==> src/rtl/subtrator_serial_pkg.sv <==
// Shared definitions for the bit-serial subtractor.
// FSM state encodings, default width and counter sizing.
package subtrator_serial_pkg;

    typedef enum logic [1:0] {
        OCIOSO     = 2'd0,
        CALCULANDO = 2'd1,
        CONCLUIDO  = 2'd2
    } estado_t;

    localparam int N_PADRAO = 4;

    // Bit counter width; never narrower than one bit so N = 1 still works.
    function automatic int cnt_largura(input int n);
        return (n > 1) ? $clog2(n) : 1;
    endfunction

endpackage

==> src/rtl/meio_subtrator.sv <==
// Half subtractor: d = a - b, bout = borrow.
// Building block of the full-subtractor cell.
module meio_subtrator (
    input  logic a_i,
    input  logic b_i,
    output logic d_o,
    output logic bout_o
);

    assign d_o    = a_i ^ b_i;
    assign bout_o = ~a_i & b_i;

endmodule

==> src/rtl/subtrator_completo.sv <==
// Full subtractor from two half subtractors and an OR.
// Reusable by a ripple subtractor as well as the serial one.
module subtrator_completo (
    input  logic a_i,
    input  logic b_i,
    input  logic bin_i,
    output logic d_o,
    output logic bout_o
);

    logic d1;
    logic b1;
    logic b2;

    meio_subtrator u_ms1 (
        .a_i    (a_i),
        .b_i    (b_i),
        .d_o    (d1),
        .bout_o (b1)
    );

    meio_subtrator u_ms2 (
        .a_i    (d1),
        .b_i    (bin_i),
        .d_o    (d_o),
        .bout_o (b2)
    );

    assign bout_o = b1 | b2;

endmodule

==> src/rtl/subtrator_serial.sv <==
// Bit-serial N-bit unsigned subtractor, LSB first.
// One full-subtractor cell reused over N cycles with a start/done handshake.
module subtrator_serial
    import subtrator_serial_pkg::*;
#(
    parameter int N = N_PADRAO
) (
    input  logic         clk,
    input  logic         rst,
    input  logic         inicio,
    input  logic [N-1:0] A,
    input  logic [N-1:0] B,
    output logic [N-1:0] D,
    output logic         C_out,
    output logic         ocupado,
    output logic         pronto
);

    localparam int CW = cnt_largura(N);

    estado_t       estado_q;
    logic [N-1:0]  a_q;
    logic [N-1:0]  b_q;
    logic [N-1:0]  res_q;
    logic [N-1:0]  res_d;
    logic [CW-1:0] cnt_q;
    logic          borrow_q;
    logic [N-1:0]  d_q;
    logic          cout_q;
    logic          ocupado_q;
    logic          pronto_q;
    logic          bit_d;
    logic          bout;
    logic          ultimo;

    subtrator_completo u_cell (
        .a_i    (a_q[0]),
        .b_i    (b_q[0]),
        .bin_i  (borrow_q),
        .d_o    (bit_d),
        .bout_o (bout)
    );

    // New difference bit enters at the MSB; after N shifts bit k sits at k.
    always_comb begin
        res_d      = res_q >> 1;
        res_d[N-1] = bit_d;
        ultimo     = (cnt_q == CW'(N - 1));
    end

    // FSM, datapath registers and registered handshake outputs.
    always_ff @(posedge clk) begin
        if (rst) begin
            estado_q  <= OCIOSO;
            a_q       <= '0;
            b_q       <= '0;
            res_q     <= '0;
            cnt_q     <= '0;
            borrow_q  <= 1'b0;
            d_q       <= '0;
            cout_q    <= 1'b0;
            ocupado_q <= 1'b0;
            pronto_q  <= 1'b0;
        end else begin
            unique case (estado_q)
                OCIOSO, CONCLUIDO: begin
                    pronto_q <= 1'b0;
                    if (inicio) begin
                        a_q       <= A;
                        b_q       <= B;
                        res_q     <= '0;
                        cnt_q     <= '0;
                        borrow_q  <= 1'b0;
                        ocupado_q <= 1'b1;
                        estado_q  <= CALCULANDO;
                    end else begin
                        estado_q  <= OCIOSO;
                    end
                end
                CALCULANDO: begin
                    res_q    <= res_d;
                    a_q      <= a_q >> 1;
                    b_q      <= b_q >> 1;
                    borrow_q <= bout;
                    cnt_q    <= cnt_q + CW'(1);
                    if (ultimo) begin
                        d_q       <= res_d;
                        cout_q    <= bout;
                        cnt_q     <= '0;
                        ocupado_q <= 1'b0;
                        pronto_q  <= 1'b1;
                        estado_q  <= CONCLUIDO;
                    end
                end
                default: begin
                    estado_q <= OCIOSO;
                end
            endcase
        end
    end

    assign D       = d_q;
    assign C_out   = cout_q;
    assign ocupado = ocupado_q;
    assign pronto  = pronto_q;

endmodule

==> config.mk <==
export PLATFORM = sky130hd
export DESIGN_NAME = subtrator_serial
export DESIGN_NICKNAME = d
export VERILOG_FILES = /design/src/rtl/subtrator_serial_pkg.sv /design/src/rtl/meio_subtrator.sv /design/src/rtl/subtrator_completo.sv /design/src/rtl/subtrator_serial.sv
export SDC_FILE = /design/constraint.sdc
export NUM_CORES = 1
export LEC_CHECK = 0
export ABC_CLOCK_PERIOD_IN_PS = 1300
export CORE_ASPECT_RATIO = 0.75
export CORE_MARGIN = 10
export CORE_UTILIZATION = 46
export CTS_CLUSTER_SIZE = 24
export DETAILED_ROUTE_END_ITERATION = 8
export PLACE_DENSITY = 0.83
export SYNTH_ARGS = -nofsm -noshare
export SYNTH_HDL_FRONTEND = slang
export SYNTH_SLANG_ARGS = --single-unit
==> constraint.sdc <==
create_clock -name clk -period 1.3 [get_ports clk]
set_input_delay 0.325 -clock clk [delete_from_list [all_inputs] [get_ports clk]]
set_output_delay 0.325 -clock clk [all_outputs]
set_load 0.05 [all_outputs]
# Word level (Yosys, flattened, before mapping)
# Cells that the tools add are included.
[op_classes]
addsub = 1
eq_ne = 5
mux = 19
n_bitwise = 7
reduce_logical = 7
[ops]
columns = ["cell", "n"]
rows = [
  ["$pmux W4 S2", 3],
  ["$mux W4", 3],
  ["$pmux W2 S2", 2],
  ["$mux W2", 3],
  ["$pmux W1 S2", 3],
  ["$reduce_and A2 Y1", 3],
  ["$mux W1", 5],
  ["$eq A2 B2 Y1 const B", 2],
  ["$ne A2 B2 Y1 const B", 2],
  ["$reduce_and A3 Y1", 1],
  ["$add A2 B1 Y2 const B", 1],
  ["$and A1 B1 Y1", 2],
  ["$eq A2 B1 Y1 const B", 1],
  ["$logic_not A2 Y1", 1],
  ["$not A1 Y1", 2],
  ["$reduce_bool A2 Y1", 1],
  ["$reduce_or A2 Y1", 1],
  ["$xor A1 B1 Y1", 2],
  ["$or A1 B1 Y1", 1],
]
[word_totals]
reg_bits = 24
inputBits = 11
out_inout_bits = 7
word_cells = 49

# Logic depth before layout (Yosys ltp)
# Gate-level depths: netlist of the first run.
[depth]
ltp_word = 5
mapped_depth = 5
depth_no_buf = 4

# By module
# A second synthesis of the first run with hierarchy kept.
[hier_totals]
cells_unflattened = 108
hier_area_um2 = 913.4
[modules_own_cells]
columns = ["mod", "n_inst", "cells_each", "area_each_um2", "seq_area_each_um2"]
rows = [
  ["subtrator_serial", 1, 101, 867.1, 460.4],
  ["meio_subtrator", 2, 3, 20.0, 0.0],
  ["subtrator_completo", 1, 1, 6.3, 0.0],
]

# Least setup slack after synthesis of the first run
# OpenSTA, ideal clock, no wires.
[synth_timing]
kind = "register -> register"
from = "reg cnt_q[0]"
to = "reg ocupado_q, in the netlist ocupado"
setup_ns = 0.128
t_arrival_ns = 1.030
required_time_ns = 1.172
slack_ns = 0.142
path_stages_with_launch = 6
path_buffers = 1
synth_period_minus_slack_ns = 1.158
path_cell_list = "dfxtp_1 ha_1 buf_2 nand3b_1 a21oi_1 nor2_1"
[synth_between]
elab_chain_len = 3
[synth_rtl]
columns = ["item", "line_no", "text"]
rows = [
  ["from (decl)", "subtrator_serial.sv:26", "logic [CW-1:0] cnt_q;"],
  ["from (signal assigned)", "subtrator_serial.sv:85", "cnt_q <= cnt_q + CW'(1);"],
  ["$eq A2 B2 Y1", "subtrator_serial.sv:48", "ultimo = (cnt_q == CW'(N - 1));"],
  ["$ne A2 B2 Y1 (no line)", "-", ""],
  ["$reduce_and A3 Y1 (no line)", "-", ""],
  ["to (signal assigned)", "subtrator_serial.sv:62", "ocupado_q <= 1'b0;"],
  ["to (signal assigned)", "subtrator_serial.sv:74", "ocupado_q <= 1'b1;"],
  ["to (signal assigned)", "subtrator_serial.sv:90", "ocupado_q <= 1'b0;"],
  ["to (decl)", "subtrator_serial.sv:30", "logic ocupado_q;"],
]
# Every way passes these cells.
# A chain may end at the register's enable or synchronous reset.

# Worst setup path in the final report of the first run
[layout_timing]
from = "in inicio"
to = "reg b_q[2]"
[layout_between]
elab_chain_len = 2
[layout_rtl]
columns = ["item", "line_no", "text"]
rows = [
  ["from (decl)", "subtrator_serial.sv:10", "input logic inicio,"],
  ["$ne A2 B2 Y1 (no line)", "-", ""],
  ["$reduce_and A2 Y1 (no line)", "-", ""],
  ["to (signal assigned)", "subtrator_serial.sv:83", "b_q <= b_q >> 1;"],
  ["to (decl)", "subtrator_serial.sv:23", "logic [N-1:0] b_q;"],
]
# Every way passes these cells.

==> results of run 1 <==
## power by group through the flow
stage	clock (W)	combinational [W]	sequential [W]
global placement	0	0.000211	0.000778
detailed placement	0	0.000218	0.000781
finish	0.000331	0.000220	0.000765
floorplan	0	0.000128	0.000782
CTS	0.000335	0.000219	0.000764
global route	0.000370	0.000240	0.000772
## path summary, 6_finish.rpt
path | start | slack [ns] | end
worst max-delay path | inicio | 0.06 | b_q[2]
worst min-delay path | res_q[1] | 0.48 | D[0]
worst max register to register | b_q[0] | 0.07 | D[3]
worst min register to register | res_q[1] | 0.48 | D[0]
## worst max-delay path, stage by stage
cell	delay (ns)
sky130_fd_sc_hd__clkdlybuf4s50_1	0.47
sky130_fd_sc_hd__nor2b_1	0.12
sky130_fd_sc_hd__buf_4	0.16
sky130_fd_sc_hd__nand2_1	0.08
sky130_fd_sc_hd__a311oi_1	0.30
## cell usage after synthesis
master                     count
sky130_fd_sc_hd__dfxtp_1      23
sky130_fd_sc_hd__nor2b_1       1
sky130_fd_sc_hd__nand2b_1      2
sky130_fd_sc_hd__ha_1          1
sky130_fd_sc_hd__fa_1          1
sky130_fd_sc_hd__o21a_1        1
sky130_fd_sc_hd__buf_4         1
sky130_fd_sc_hd__nor2_1       10
sky130_fd_sc_hd__nand2_1      23
sky130_fd_sc_hd__buf_2         3
sky130_fd_sc_hd__a311oi_1      5
sky130_fd_sc_hd__inv_1         2
sky130_fd_sc_hd__nor4b_1       1
sky130_fd_sc_hd__nand3_1      11
sky130_fd_sc_hd__a21oi_1      13
sky130_fd_sc_hd__a21oi_2       1
sky130_fd_sc_hd__a311oi_2      2
sky130_fd_sc_hd__nand2b_4      1
sky130_fd_sc_hd__clkbuf_1      2
sky130_fd_sc_hd__nand3b_1      1
sky130_fd_sc_hd__a31oi_1       1
sky130_fd_sc_hd__buf_6         2
sky130_fd_sc_hd__and2b_1       1
## cell families (layout without fill, tap and decap cells)
group,Yosys count,count (layout),share of synthesized area (%)
buf+inv,10,30,6.32
compound gates,23,23,17.0
fa+ha+maj,2,2,3.43
simple gates,51,51,24.8
flops,23,23,48.5
## what timing repair did
| action | in CTS | in global routing |
|---|---|---|
| hold endpoints to repair | 0 | 0 |
| resized for setup | 0 | 4 |
| setup endpoints to repair | 0 | 6 |
## final cells by class
type | instances | area (um^2) | area share (%)
clock buffers | 4 | 26.3 | 2.05
inverters | 2 | 7.51 | 0.587
multi-input cells | 76 | 434 | 34.0
flip-flops and latches | 23 | 463 | 36.2
well taps | 24 | 30.0 | 2.35
repair buffers | 24 | 318 | 24.9
## flip-flops by register name, indices dropped and copies added (netlist names)
| name | count |
|---|---|
| C_out | 1 |
| b_q | 4 |
| res_q | 3 |
| borrow_q | 1 |
| D | 4 |
| a_q | 4 |
| cnt_q | 2 |
| estado_q | 2 |
| pronto | 1 |
| ocupado | 1 |
## stage by stage
step	utilization [%]	instance area (um^2)	instances
after floorplan	-	950	109
after global placement	62.9	1240	149
after detailed placement	62.9	1240	149
after CTS	64.2	1270	153
after global routing	64.6	1280	153
final	64.6	1280	153
## routing by layer
layer  part of all wire (%)  up-vias
met5                      0        -
met4                    1.4        0
met3                    7.4        4
met2                     47       24
met1                     44      365
li1                       -      411
==> qor.txt, run 1 <==
=================================================================================================
Run status                                                                           finished clean
Floorplan Core Area                                                                     1980 um^2
Violation count after the first detailed-routing iteration                                     58
Yosys reg bits                                                                                 23
Worst Reg-to-Reg Cells                                                                          4
Routed Antenna Nets                                                                             0
FP Rows                                                                                        14
Share of power burned in registers                                                          58.2%
Routed wirelength normalized by instance count                                            13.2 um
All-layer global routing usage                                                              9.60%
Synthesis-to-finish area growth                                                             34.7%
Final HPWL DP                                                                             1.49 mm
I/O Pins                                                                                       18
Proportion of power drawn by combinational gates                                            16.7%
Total negative setup slack                                                                   0 ns
Switching part of the total power                                                           26.2%
Switching component of the power                                                       0.000345 W
Die outline area                                                                        4300 um^2
PnR Total Power                                                                         0.00132 W
Number of fill cells                                                                          168
Global routing met2 resource utilization                                                    15.3%
Slew margin rel.                                                                            79.9%
Clock slew seen by the registers of the worst setup and hold paths                        0.12 ns
Routed WL                                                                                 2.02 mm
Global-route wire length before repair                                                    3.38 mm
Hold path depth                                                                                 2
Number of antenna violations at the first check in global routing                               0
Tcrit/Tclk final                                                                            95.1%
CTS root buf                                                                         sky130_fd_sc_hd__clkbuf_4
Total iterations of the first detailed-routing run                                              4
CP Class                                                                             input port to register
Hold violation count in the final report                                                        0
Power Density                                                                        1030 nW/um^2
Worst hold slack                                                                         0.478 ns
Final critical-path required period                                                       1.24 ns
Cell leakage power                                                                       0.468 nW
Total gr overflow                                                                               0
Remaining routing DRC violations                                                                0
Clk network pwr share                                                                       25.1%
Max-slew violations                                                                             0
Final Skew                                                                            0.000665 ns
Number of hold-repair buffers added at the cts stage                                            0
Die width                                                                                 72.5 um
Cell count after synthesis                                                                    109
Total inserted antenna cells                                                                    0
Clk_lat worst skew                                                                        0.31 ns
Initial standard-cell utilization of the core                                               48.0%
Total number of vias                                                                          804
Yosys synthesis warning count                                                                   0
Number of global-route vias before repair                                                     733
Req. time, crit path                                                                      1.52 ns
Die Height                                                                                59.4 um
Count of buffers added by post-CTS timing repair for setup                                      0
Number of distinct library cell variants in the gate-level netlist after synthesis             23
Total nets after synthesis                                                                    122
Number of max-capacitance violations reported                                                   0
Top area cells in the synthesized netlist                                            sky130_fd_sc_hd__dfxtp_1, sky130_fd_sc_hd__nand2_1, sky130_fd_sc_hd__a21oi_1
Num CTS Buffers                                                                                 3
GR peak layer                                                                                met2
Placer's final routability congestion estimate                                              0.754
Met3 GRT Util                                                                               4.86%
H-tree lvl count                                                                                1
Maximum number of buffers from clock root to sink                                               2
TritonCTS clock tree                                                                        built
Portion of synthesized cell area occupied by the leading cell type                          48.5%
Most frequent standard cell in the layout excluding fill and tap cells               sky130_fd_sc_hd__nand2_1
Count of port buffers added during placement                                                   17
Sequential-to-total area share from yosys stat                                              48.5%
Post-detailed-route via-to-cell ratio                                                        5.25
Mapped Avg Cell Area                                                                    8.71 um^2
Final Worst Setup Slack                                                                 0.0642 ns
VDD IR max                                                                             0.000811 V
Endpoint class of the critical path                                                      register
Most used cells in the layout excluding fill and tap cells                           sky130_fd_sc_hd__nand2_1, sky130_fd_sc_hd__dfxtp_1, sky130_fd_sc_hd__a21oi_1, sky130_fd_sc_hd__nand3_1
Maximum fanout along the worst path                                                             8
Met1 capacity usage during global routing                                                   11.5%
Cell area after technology mapping                                                       950 um^2
Worst slack, placed                                                                     -0.270 ns
Power Internal                                                                         0.000971 W
Arrival time worst endpoint                                                               1.45 ns
Library cell occupying the most area in the post-synthesis netlist                   sky130_fd_sc_hd__dfxtp_1
Max Clk Rate                                                                              809 MHz
Final setup viols                                                                               0
Clock sink count                                                                               23
Pin count of the biggest net entering global routing                                           24
Startpoint Class                                                                       input port
Slew of the pin with the lowest slew margin                                              0.300 ns
Post-layout net count                                                                         143
Fraction of final layout cells sized beyond drive strength 1                                19.4%
Hold crit path type                                                                  register to register
=================================================================================================
Note: power is estimated with default switching activity, not from simulation.
==> run 2: changes to the inputs <==
--- a/config.mk
+++ b/config.mk
@@ -11,7 +11,8 @@
 export CORE_UTILIZATION = 46
 export CTS_CLUSTER_SIZE = 24
 export DETAILED_ROUTE_END_ITERATION = 8
-export PLACE_DENSITY = 0.83
+export DONT_BUFFER_PORTS = 1
+export PLACE_DENSITY = 0.72
 export SYNTH_ARGS = -nofsm -noshare
 export SYNTH_HDL_FRONTEND = slang
 export SYNTH_SLANG_ARGS = --single-unit
==> qor.txt, run 2 (synthesis gave the netlist of run 1 again) <==
=====================================================================================
Routed wirelength normalized by instance count                                13.6 um
Slew of the pin with the lowest slew margin                                  0.297 ns
Total inserted antenna cells                                                        0
Final setup viols                                                                   0
Routed WL                                                                     1.87 mm
Post-layout net count                                                             128
FP Rows                                                                            14
Setup slack, reg-to-reg                                                       0.08 ns
Tcrit/Tclk final                                                                93.5%
CTS root buf                                                             sky130_fd_sc_hd__clkbuf_4
H-tree lvl count                                                                    1
Final HPWL DP                                                                 1.35 mm
Fraction of final layout cells sized beyond drive strength 1                    17.5%
Die Height                                                                    59.4 um
Total negative setup slack                                                       0 ns
Endpoint class of the critical path                                      primary output
Cells along the critical path                                                   buf_4
Startpoint Class                                                             register
Cell family with most CP delay                                             flip-flops
Crit-path slowest cell                                                   sky130_fd_sc_hd__dfxtp_1
Count of buffers added by post-CTS timing repair for setup                          0
Max Clk Rate                                                                  823 MHz
Flip-flop and latch area                                                     463 um^2
Die outline area                                                            4300 um^2
Die width                                                                     72.5 um
Initial standard-cell utilization of the core                                   48.0%
Remaining routing DRC violations                                                    0
Req. time, crit path                                                          0.98 ns
Post-detailed-route via-to-cell ratio                                            5.48
Run status                                                               finished clean
All-layer global routing usage                                                  9.58%
Slowest cell delay on critical path                                           0.37 ns
Number of max-capacitance violations reported                                       0
Violation count after the first detailed-routing iteration                         15
Count of port buffers added during placement                                        0
Number of global-route vias before repair                                         765
Total gr overflow                                                                   0
Routed Antenna Nets                                                                 0
Pin count of the biggest net entering global routing                               24
Slew margin rel.                                                                80.2%
Area of the multi-input gates                                                430 um^2
Total iterations of the first detailed-routing run                                  4
Placer's final routability congestion estimate                                  0.754
Most frequent standard cell in the layout excluding fill and tap cells   sky130_fd_sc_hd__nand2_1
Global-route wire length before repair                                        3.29 mm
Final Skew                                                                 0.00834 ns
Num CTS Buffers                                                                     3
Clk_lat worst skew                                                            0.31 ns
Power Density                                                            1200 nW/um^2
Arrival time worst endpoint                                                   0.89 ns
Util after Layout                                                               52.5%
Maximum number of buffers from clock root to sink                                   2
Max-slew violations                                                                 0
Hold crit path type                                                      input port to register
I/O Pins                                                                           18
Cell leakage power                                                           0.382 nW
Most used cells in the layout excluding fill and tap cells               sky130_fd_sc_hd__nand2_1, sky130_fd_sc_hd__dfxtp_1, sky130_fd_sc_hd__a21oi_1, sky130_fd_sc_hd__nand3_1, sky130_fd_sc_hd__nor2_1
CP Class                                                                 register to primary output
Hold violation count in the final report                                            0
Final critical-path required period                                           1.22 ns
Maximum fanout along the worst path                                                 2
VDD IR max                                                                 0.000860 V
CP bufs+invs                                                                        1
TritonCTS clock tree                                                            built
Total number of vias                                                              756
Number of antenna violations at the first check in global routing                   0
Clock slew seen by the registers of the worst setup and hold paths            0.13 ns
Synthesis-to-finish area growth                                                 9.35%
Number of fill cells                                                              186
Floorplan Core Area                                                         1980 um^2
Clock sink count                                                                   23
Unrepaired setup endpoints after global routing                                 false
=====================================================================================
run 2: metal layers:
layer / GRT usage (%) / share of wire, %
met5: 0 / 0
met4: 3.24 / 0.80
met3: 6.53 / 11
met2: 15.7 / 46
met1: 9.62 / 42
run 2: power by group:
group          switching (W)  total (W)  internal (W)
sequential         0.0000320   0.000772      0.000740
combinational      0.0000804   0.000144     0.0000641
clock               0.000213   0.000328      0.000115
total               0.000326    0.00124      0.000919
run 2: path summary, 6_finish.rpt:
path | to | cells past startpoint | start
max reg2reg | res_q[3] | 4 | b_q[0]
min reg2reg | D[2] | 2 | D[2]
max | C_out | 1 | C_out
min | ocupado | 1 | rst
run 2: layout make-up:
type                    instances  share of cell area (%)
flip-flops and latches         23                    44.6
clock buffers                   3                    2.17
clock inverters                 1                   0.482
repair buffers                  9                    7.71
well taps                      24                    2.89
inverters                       2                   0.723
multi-input cells              76                    41.4
run 2: through the flow:
stage,worst slack [ns],hold WS [ns],total power [W],std cells,instance area [um^2]
2_1_floorplan,0.142,0.397,0.000910,109,950
3_3_place_gp,0.134,0.396,0.000926,134,1010
3_5_place_dp,0.111,0.398,0.000932,134,1010
4_1_cts,0.0607,0.0414,0.00126,138,1040
5_1_grt,0.00312,0.0222,0.00132,138,1040
6_report,0.0849,0.0558,0.00124,138,1040
run 2: what timing repair did:
item                       in CTS  in global routing
gates cloned                    0                  0
resized for setup               2                  1
setup endpoints to repair       2                  5
hold buffers                    0                  0
pin swaps                       0                  0
==> patch, RTL diff (config.mk and constraints of run 1) <==
Change the package constant `N_PADRAO` from 4 to 5.
--- a/src/rtl/subtrator_serial_pkg.sv
+++ b/src/rtl/subtrator_serial_pkg.sv
@@ -10,3 +10,3 @@
 
-    localparam int N_PADRAO = 4;
+    localparam int N_PADRAO = 5;
 
Ports: changed (resized A, B and D); port bits go from 18 to 21. The function was not compared with the original's and may differ.
==> patch against run 1 <==
  * Design area is 27% higher
  * Critical endpoint is now C_out
  * Routed wire length grew 35%
  * Worst setup slack better by 0.0074 ns
  * First-iteration DRC count grew 6.9%
  * Utilization is 4.5 points higher
  * Fmax is 0.60% higher
  * Sequential power grew 21%
  * Sequential cell count up 5
  * Power grew 35%
  * Clock skew increased by 0.0017 ns
  * Global-route usage increased by 0.78 points
  * Highest routed layer unchanged
  * Area after synthesis grew 22%
==> patch: results (changes against run 1) <==
----------------------------------------------------
[Detailed routing]
  Wire length after detailed routing ... 2720 µm (+35%)
  Initial DRC Count ... 62 (+6.9%)
  Routed length on met1 ... 1280 µm (+43%)
  Detail-routed via count per cell ... 5.37 (+2.2%)
  Metal2 WL ... 1280 µm (+35%)

[Global routing]
  Met2 demand-to-capacity share in global routing ... 17.4% (+2.0 points)
  Global routing usage on met3 ... 3.82% (-1.0 points)
  GRT Overall Usage ... 10.4% (+0.78 points)
  Via count of the first global-routing pass ... 991 (+35%)
  Pin count of the biggest net entering global routing ... 18 (-25%)

[Worst setup path]
  Crit-path slowest cell ... sky130_fd_sc_hd__dfxtp_1
  Critical R2R Capture ... D[4]$_SDFFE_PP0P_
  Endpoint arrival time on the critical path ... 0.90 ns (-0.55 ns)
  Critical path's top delay family ... flip-flops

[Yosys]
  Mean Syn Cell Area ... 8.48 µm² (-2.7%)
  Unique cell type count in the Yosys netlist ... 26 (+13%)
  Multiplexer share of the synthesized area ... 1.72% (+1.7 points)
  Post-Synthesis Net Count ... 153 (+25%)
  Sequential element share of the synthesized area ... 48.3% (-0.21 points)
  Area contributors post-synth ... sky130_fd_sc_hd__dfxtp_1 48%, sky130_fd_sc_hd__nand2_1 8.7%, sky130_fd_sc_hd__a21oi_1 5.6%, sky130_fd_sc_hd__a311oi_1 5.3%, sky130_fd_sc_hd__nor2_1 4.5%
  Compound-Gate Fraction of Synth Area ... 15.8% (-1.2 points)

[Finish]
  Non-filler instance count after layout ... 197 (+29%)
  Final net count ... 180 (+26%)

[Timing]
  Hold slack ... 0.474 ns (-0.00382 ns)
  Worst Max-Slew Pin Slew ... 0.244 ns (-0.0563 ns)

[Outcome]
  Run status ... finished clean

[Placed design]
  Pre-CTS worst setup slack ... -0.289 ns (-0.0191 ns)
  Gpl congestion ... 0.710 (-5.9%)
  Final HPWL from detailed placement ... 2010 µm (+35%)

[Clock tree]
  Worst skew pair latency ... 0.33 ns (+0.02 ns)
  Reg clk slew, reported paths ... 0.15 ns (+0.03 ns)

----------------------------------------------------
patch: how the worst max path moves through the flow:
stage	end	slack (ns)	depth (start not counted)
2_1_floorplan	D[2]$_SDFFE_PP0P_	0.08	6
3_3_place_gp	a_q[1]$_SDFFE_PP0P_	-0.19	5
3_5_place_dp	b_q[2]$_SDFFE_PP0P_	-0.29	5
4_1_cts	D[1]$_SDFFE_PP0P_	0.01	6
5_1_grt	D[2]$_SDFFE_PP0P_	0.02	5
6_report	C_out	0.07	1
patch: where the power goes:
group	internal, mW	switching [mW]
Clock	0.312	0.259
Combinational	0.136	0.140
Sequential	0.901	0.0278
Total	1.35	0.427
patch: area by class of cell:
cell class,count,area (µm²),area share (%)
clock buffer,3,22.5,1.39
multi-input combinational,94,553,34.1
timing repair buffer,33,394,24.3
clock inverter,1,30.0,1.85
sequential,28,564,34.8
inverter,4,15.0,0.926
tap,34,42.5,2.62
